==> src/rtl/sprite_render_sched.sv <==
`default_nettype none
// ============================================================================
// Module   : sprite_render_sched
// Purpose  : Draw/wait/erase/update sequencer for N_OBJ objects sharing one
//            VGA write port. Optional object masking: RENDER_SCHED_MASK_EN.
// Revision : 1.0 - initial release
// ============================================================================
module sprite_render_sched #(
  parameter int N_OBJ = 4,
  parameter int CW = 3,
  parameter int FRAME_CYCLES = 833334,
  parameter int FCW = 20,
  parameter logic [CW-1:0] BG_COLOUR = '0,
  localparam int IW = (N_OBJ > 1) ? $clog2(N_OBJ) : 1
) (
  input  logic              clock,
  input  logic              reset_n,
  input  logic [N_OBJ-1:0]  obj_done,
  input  logic [N_OBJ*CW-1:0] obj_colour,
  input  logic [N_OBJ-1:0]  obj_active,
  input  logic              pause,
  output logic [N_OBJ-1:0]  draw_en,
  output logic [IW-1:0]     obj_sel,
  output logic              write_en,
  output logic [CW-1:0]     colour,
  output logic              erase,
  output logic              update
);

  typedef enum logic [2:0] {
    S_IDLE   = 3'd0,
    S_DRAW   = 3'd1,
    S_WAIT   = 3'd2,
    S_ERASE  = 3'd3,
    S_UPDATE = 3'd4
  } state_t;

  localparam logic [IW-1:0]  c_last = IW'(N_OBJ - 1);
  localparam logic [FCW-1:0] c_fmax = FCW'(FRAME_CYCLES - 1);

  state_t         r_state;
  logic [IW-1:0]  r_idx;
  logic [FCW-1:0] r_fcnt;
  logic           w_skip;
  logic           w_adv;

`ifdef RENDER_SCHED_MASK_EN
  assign w_skip = ~obj_active[r_idx];
`else
  logic w_unused_active;
  assign w_unused_active = ^obj_active;
  assign w_skip = 1'b0;
`endif

  // A masked object is treated exactly like one whose raster just finished.
  assign w_adv = obj_done[r_idx] | w_skip;

  always_ff @(posedge clock or negedge reset_n) begin
    if (!reset_n) begin
      r_state <= S_IDLE;
      r_idx   <= '0;
      r_fcnt  <= '0;
    end else begin
      case (r_state)
        S_IDLE: r_state <= S_DRAW;
        S_DRAW, S_ERASE: begin
          if (w_adv) begin
            if (r_idx == c_last) begin
              r_idx   <= '0;
              r_state <= (r_state == S_DRAW) ? S_WAIT : S_UPDATE;
            end else begin
              r_idx <= r_idx + 1'b1;
            end
          end
        end
        S_WAIT: begin
          if (r_fcnt == c_fmax) begin
            if (!pause) begin
              r_state <= S_ERASE;
              r_fcnt  <= '0;
            end
          end else begin
            r_fcnt <= r_fcnt + 1'b1;
          end
        end
        S_UPDATE: begin
          r_state <= S_DRAW;
          r_idx   <= '0;
        end
        default: begin
          r_state <= S_IDLE;
          r_idx   <= '0;
          r_fcnt  <= '0;
        end
      endcase
    end
  end

  always_comb begin
    draw_en  = '0;
    write_en = 1'b0;
    colour   = '0;
    erase    = 1'b0;
    update   = 1'b0;
    obj_sel  = r_idx;
    case (r_state)
      S_DRAW, S_ERASE: begin
        if (w_skip) begin
          colour = BG_COLOUR;
        end else begin
          draw_en  = N_OBJ'(1) << r_idx;
          write_en = 1'b1;
          erase    = (r_state == S_ERASE);
          colour   = (r_state == S_ERASE) ? BG_COLOUR : obj_colour[r_idx*CW +: CW];
        end
      end
      S_UPDATE: update = 1'b1;
      default: ;
    endcase
  end

endmodule
`default_nettype wire
==> config.mk <==
export PLATFORM = sky130hd
export DESIGN_NAME = sprite_render_sched
export DESIGN_NICKNAME = d
export VERILOG_FILES = /design/src/rtl/sprite_render_sched.sv
export SDC_FILE = /design/constraint.sdc
export NUM_CORES = 1
export LEC_CHECK = 0
export CAP_MARGIN = 20
export CORE_MARGIN = 2
export CORE_UTILIZATION = 51
export DETAILED_ROUTE_END_ITERATION = 7
export PLACE_DENSITY = 0.8
export SETUP_SLACK_MARGIN = 0.5
export SYNTH_ARGS = -nofsm -noshare
export SYNTH_HDL_FRONTEND = slang
export SYNTH_SLANG_ARGS = --single-unit
==> constraint.sdc <==
create_clock -name clock -period 2.4 [get_ports clock]
set_input_delay 0.48 -clock clock [delete_from_list [all_inputs] [get_ports clock]]
set_output_delay 0.48 -clock clock [all_outputs]
set_load 0.03 [all_outputs]
==> flow_summary.yaml, run 1 <==
status:
  status: "complete, no violations"
grt:
  use_met2: 0.4224
  grt_usage: 0.2562
  grt_pass1_vias: 1457
  gr-usage-met3: 0.05330
  grt_busiest_layer: "met2"
  grt_first_pass_wirelength_microns: 6955
  grt_max_degree: 26
  antenna_found_initial: 0
  gr-usage-met1: 0.3401
  grt-ovfl-total: 0
finish:
  multi_input_area_sq_mm: 0.001136
  drive_above_1_share: 0.3612
  fill_cells: 191
  antenna_cells: 0
  mostFrequentLayoutCells: "buf_4, nand2_1, dlygate4sd2_1, dfrtp_1, nor2_1"
  instances_no_fill: 271
  syn2layout_area_growth_pct: 42.38
  nets: 257
  regArea_sq_um: 639.4
  final_common_cell: "buf_4"
route:
  postRouteAntennaNets: 0
  drtIter0Drc: 185
  num_vias: 1740
  dr.pass1.iters: 5
  avgViaCountPerCell: 6.421
  post_drt_wl_per_cell_microns: 19.79
  drc: 0
  wl_microns: 5363
critical_path:
  cp-start-kind: "register"
  endpoint_kind: "primary output"
  crit_slowest_cell: "mux4_2"
  path_cells: "mux4_2 > and3b_1 > buf_6"
  max_stage_delay_ps: 560
  arrival_ps: 1700
  cp_data_required_time_ps: 1920
  crit_fanout: 4
  cp_top_family: "multiplexers"
  worstSetupPathType: "reg -> out"
  crit_buf_inv: 1
synthesis:
  synth_top_cell_by_area: "dfrtp_1"
  synth_top_area_frac: 0.3791
  syn-num-nets: 207
  synth_cells: 178
  ys_ff_latch: 25
  ys.flop_type: "dfrtp_1"
  syn-cell-area_sq_mm: 0.001650
  synth_simple_gate_area_share: 0.2646
  synthAdderAreaFrac: 0.04549
  synthArstFlopShare: 1.000
  synth.avg_cell_area_sq_um: 9.272
  synth_cell_type_count: 44
  ys_top_cells_by_area: "dfrtp_1, mux4_2, ha_1"
  synth_edf_count: 0
  synthXorXnorAreaFrac: 0.005307
  synth_top_family_by_area: "simple AND/OR/NAND/NOR gates"
  seq_area_frac_synth: 0.3791
  muxShareOfSynthArea: 0.06065
  synth_compound_area_frac: 0.1994
  yosysWarnings: 0
place:
  port_buffers: 30
  gp_routability_congestion: 0.8538
  dp_hpwl_microns: 2966
  dp_cells: 248
sta:
  fin_tns_setup_ps: 0
  skew_ps: 20.21
  finalHoldViolations: 0
  fin_crit_ps: 2182
  relSlewSlack: 0.7093
  max_slew.worst_pin.slew_ps: 432.7
  period_share: 0.9090
  max_freq_mhz: 458.4
  rsz0062_at_grt: "yes"
  finalMaxSlewViolations: 0
  setup_viol: 0
clock_tree:
  cts_buffer_depth: 2
  cts_htree_levels: 1
  tritoncts: "done"
  numCtsBuffers: 3
  clk_pin_slew_worst_paths_ps: 150
  cts_num_sinks: 25
  cts_root_buf: "clkbuf_4"
  insertion_delay_ps: 340
pwr:
  ir_drop_v: 0.0005342
  p_leak_uw: 0.001022
  finalPower_uw: 2420
  power_density_mw_per_mm2: 1030
floorplan:
  dieArea_sq_mm: 0.003707
  die_h_microns: 60.89
  core_area_sq_mm: 0.003078
  initial_core_util: 0.5362
  die_w_microns: 60.89
  num_io_pins: 35
  num_rows: 20
hold_path:
  worst_hold_path_type: "in -> async"
flow_run:
  max-cap-violations: 0
synth_stat cells, types with 6 or more instances:
cell type,count
a21o_1,8
a21oi_1,10
dfrtp_1,25
nand3_1,9
o21ai_0,9
a31oi_1,9
ha_1,6
and2_1,8
nand2_1,15
nor2_1,13
inv_1,6
nor3_1,6
registers in the layout, indices dropped and copies added (netlist names):
| signal | flops |
|---|---|
| obj_sel | 2 |
| r_fcnt | 20 |
| r_state | 3 |
routing by layer:
metal	routed length, microns	vias to the layer above
li1	-	772
met1	2145	845
met2	2704	107
met3	380	16
met4	132	0
met5	0	-
timing repair:
action,in CTS,in global routing
buffers inserted,1,15
hold buffers,0,0
pin swaps,6,17
resized for setup,78,45
gates cloned,1,2
setup endpoints to repair,27,26
path summary, 6_finish.rpt:
path / start / cells past startpoint / to / slack (ps)
setup reg to reg: r_state[2] / 6 / r_fcnt[4] / 390
min in group clock: r_fcnt[18] / 1 / r_fcnt[18] / 520
setup / recovery: obj_sel[0] / 3 / colour[1] / 220
hold reg to reg: r_fcnt[18] / 1 / r_fcnt[18] / 520
hold / removal: reset_n / 2 / r_state[1] / 490
max in group asynchronous: reset_n / 2 / r_fcnt[16] / 1610
stage by stage:
| stage | hold slack (ps) | worst slack (ps) | util | cell area (sq um) |
|---|---|---|---|---|
| after global placement | 471.0 | -178.3 | 0.6447 | 1984 |
| after CTS | 505.4 | 296.5 | 0.6703 | 2063 |
| final | 491.0 | 218.5 | 0.7634 | 2350 |
| after global routing | 527.4 | 111.6 | 0.7634 | 2350 |
| after floorplan | 184.4 | 504.8 | - | 1654 |
| after detailed placement | 488.3 | -222.2 | 0.6447 | 1984 |
cells by family (layout without fill, tap and decap cells):
| group | after synthesis | after routing |
|---|---|---|
| buffers and inverters | 14 | 61 |
| adders and majority gates | 6 | 6 |
| muxes | 5 | 5 |
| DFF | 25 | 25 |
| xor gates and xnor gates | 1 | 1 |
| AOI/OAI and AO/OA | 50 | 52 |
| and+or+nand+nor | 77 | 77 |
where the power goes:
group	total [uW]	internal [uW]	leakage [uW]	switching [uW]
Combinational	1450	683	0.000687	770
Sequential	770	548	0.000320	222
Clock	197	65.3	0.0000150	132
area by class of cell:
class | count | share of cell area
Multi-Input combinational cell | 141 | 0.4835
Sequential cell | 25 | 0.2721
Timing Repair Buffer | 51 | 0.2002
Tap cell | 44 | 0.02343
Clock buffer | 4 | 0.01118
Inverter | 6 | 0.009585
Note: power is estimated with default switching activity, not from simulation.
==> run 2: changes to the inputs <==
--- a/config.mk
+++ b/config.mk
@@ -8,6 +8,7 @@
 export CAP_MARGIN = 20
 export CORE_MARGIN = 2
 export CORE_UTILIZATION = 51
+export CTS_CLUSTER_SIZE = 40
 export DETAILED_ROUTE_END_ITERATION = 7
 export PLACE_DENSITY = 0.8
 export SETUP_SLACK_MARGIN = 0.5
==> results of run 2 <==
No change in the layout: final DEF, timing and power equal those of run 1.
==> run 3: changes to the inputs <==
--- a/config.mk
+++ b/config.mk
@@ -10,6 +10,7 @@
 export CORE_UTILIZATION = 51
 export CTS_CLUSTER_SIZE = 40
 export DETAILED_ROUTE_END_ITERATION = 7
+export GPL_ROUTABILITY_DRIVEN = 1
 export PLACE_DENSITY = 0.8
 export SETUP_SLACK_MARGIN = 0.5
 export SYNTH_ARGS = -nofsm -noshare
==> results of run 3 <==
No change in the layout: final DEF, timing and power equal those of run 1.
==> edit (settings of run 2) <==
Set the parameter `CW` to 6 (it was 3).
--- a/src/rtl/sprite_render_sched.sv
+++ b/src/rtl/sprite_render_sched.sv
@@ -7,7 +7,7 @@
 // ============================================================================
 module sprite_render_sched #(
   parameter int N_OBJ = 4,
-  parameter int CW = 3,
+  parameter int CW = 6,
   parameter int FRAME_CYCLES = 833334,
   parameter int FCW = 20,
   parameter logic [CW-1:0] BG_COLOUR = '0,
Ports: changed (resized colour and obj_colour); port bits go from 35 to 50. The function was not compared with the original's and may differ.
==> edit against run 2 <==
Via count is 5.3% higher; critical path type unchanged; sequential cell count did not move; sequential power increased by 8.1%; synthesized area grew 8.6%; power increased by 24%; design area grew 15%; critical path depth is 1 higher; worst setup slack better by 0.023 ns; routed wire length increased by 5.4%; combinational power rose by 37%.
==> edit: results <==
[detailed_routing]
vias_per_cell = 6.13
detailroute.wirelength.met2_microns = 3130
met3_length_microns = 333
post_drt_wl_per_cell_microns = 18.9
wirelength_microns = 5650
first_pass_iters = 4

[synthesis]
synth.area.top_cells = sky130_fd_sc_hd__dfrtp_1 35%, sky130_fd_sc_hd__mux4_2 8.8%, sky130_fd_sc_hd__nand3_1 5.6%, sky130_fd_sc_hd__a31oi_1 5.2%, sky130_fd_sc_hd__ha_1 4.2%
yosys.area_share.adder = 0.0419
most_frequent_cells_after_synthesis = 25 x sky130_fd_sc_hd__dfrtp_1, 20 x sky130_fd_sc_hd__nand3_1, 15 x sky130_fd_sc_hd__a31oi_1
synth_cell_types = 43
synthCells = 188
fraction_of_synthesized_area_in_multiplexers = 0.0991
synth_xor_area_frac = 0.0293
synthesis.nets = 229
synthesized_area_fraction_occupied_by_ao_oa_aoi_and_oai_cells = 0.133

[worst_setup_path]
worstSetupEndpoint = colour[2]
critical_path.reg2reg.startpoint = r_fcnt[3]
crit_path_max_fo = 5
worstReg2RegEnd = r_fcnt[12]
setup.reg_to_reg.worst_slack_ns = 0.37

[cells_and_area]
multi_input_gate_share_of_the_layout_cell_area = 0.477
bufAreaShareNonClock = 0.244
clock_tree_area_fraction = 0.0102
drive_gt1_frac = 0.403
final.signal_inverter_count = 9
n_all_buffers = 71
fill_cells = 215

[global_routing]
grtUsageMet1 = 0.315
grt_pass1_wl_microns = 8700
grt_max_degree = 22
grt_util_met2 = 0.519
first_global_vias = 1807
grt_use_met3 = 0.0464

[sta]
fin_hold_ws_ns = 0.489
max-slew-margin-rel = 0.613
setup_slack_ns = 0.241

[pwr]
max_ir_drop_vdd_mv = 0.663
cellLeakagePower_uw = 0.00111
internal_power_uw = 1650
seqPwrFrac = 0.276

[place]
globalplace.congestion = 0.878
post-place-ws_ns = -0.214
detailed_place_hpwl_microns = 3510
placed_cells_incl_taps = 276
postPlaceCellArea_sq_um = 2350

[run_status]
run_status = finished, final reports clean
==> edit: cell count changes in the layout (fill, tap and decap cells not counted), moves of 7 or more <==
| cell | delta |
|---|---|
| sky130_fd_sc_hd__clkdlybuf4s50_1 | +21 |
| sky130_fd_sc_hd__nand3_1 | +11 |
| sky130_fd_sc_hd__dlygate4sd2_1 | -10 |
| sky130_fd_sc_hd__a31oi_1 | +9 |
| sky130_fd_sc_hd__a21o_1 | -8 |
| sky130_fd_sc_hd__buf_4 | +7 |
| sky130_fd_sc_hd__dfrtp_1 | +7 |
| sky130_fd_sc_hd__dfrtp_2 | -7 |
| sky130_fd_sc_hd__o21ai_0 | -7 |
==> edit: repair_timing <==
action | in CTS | in global routing
gates resized for setup | 99 | 34
pin swaps | 12 | 14
cloned | 1 | 0
endpoints found under the setup margin | 35 | 35
buffers inserted | 12 | 6
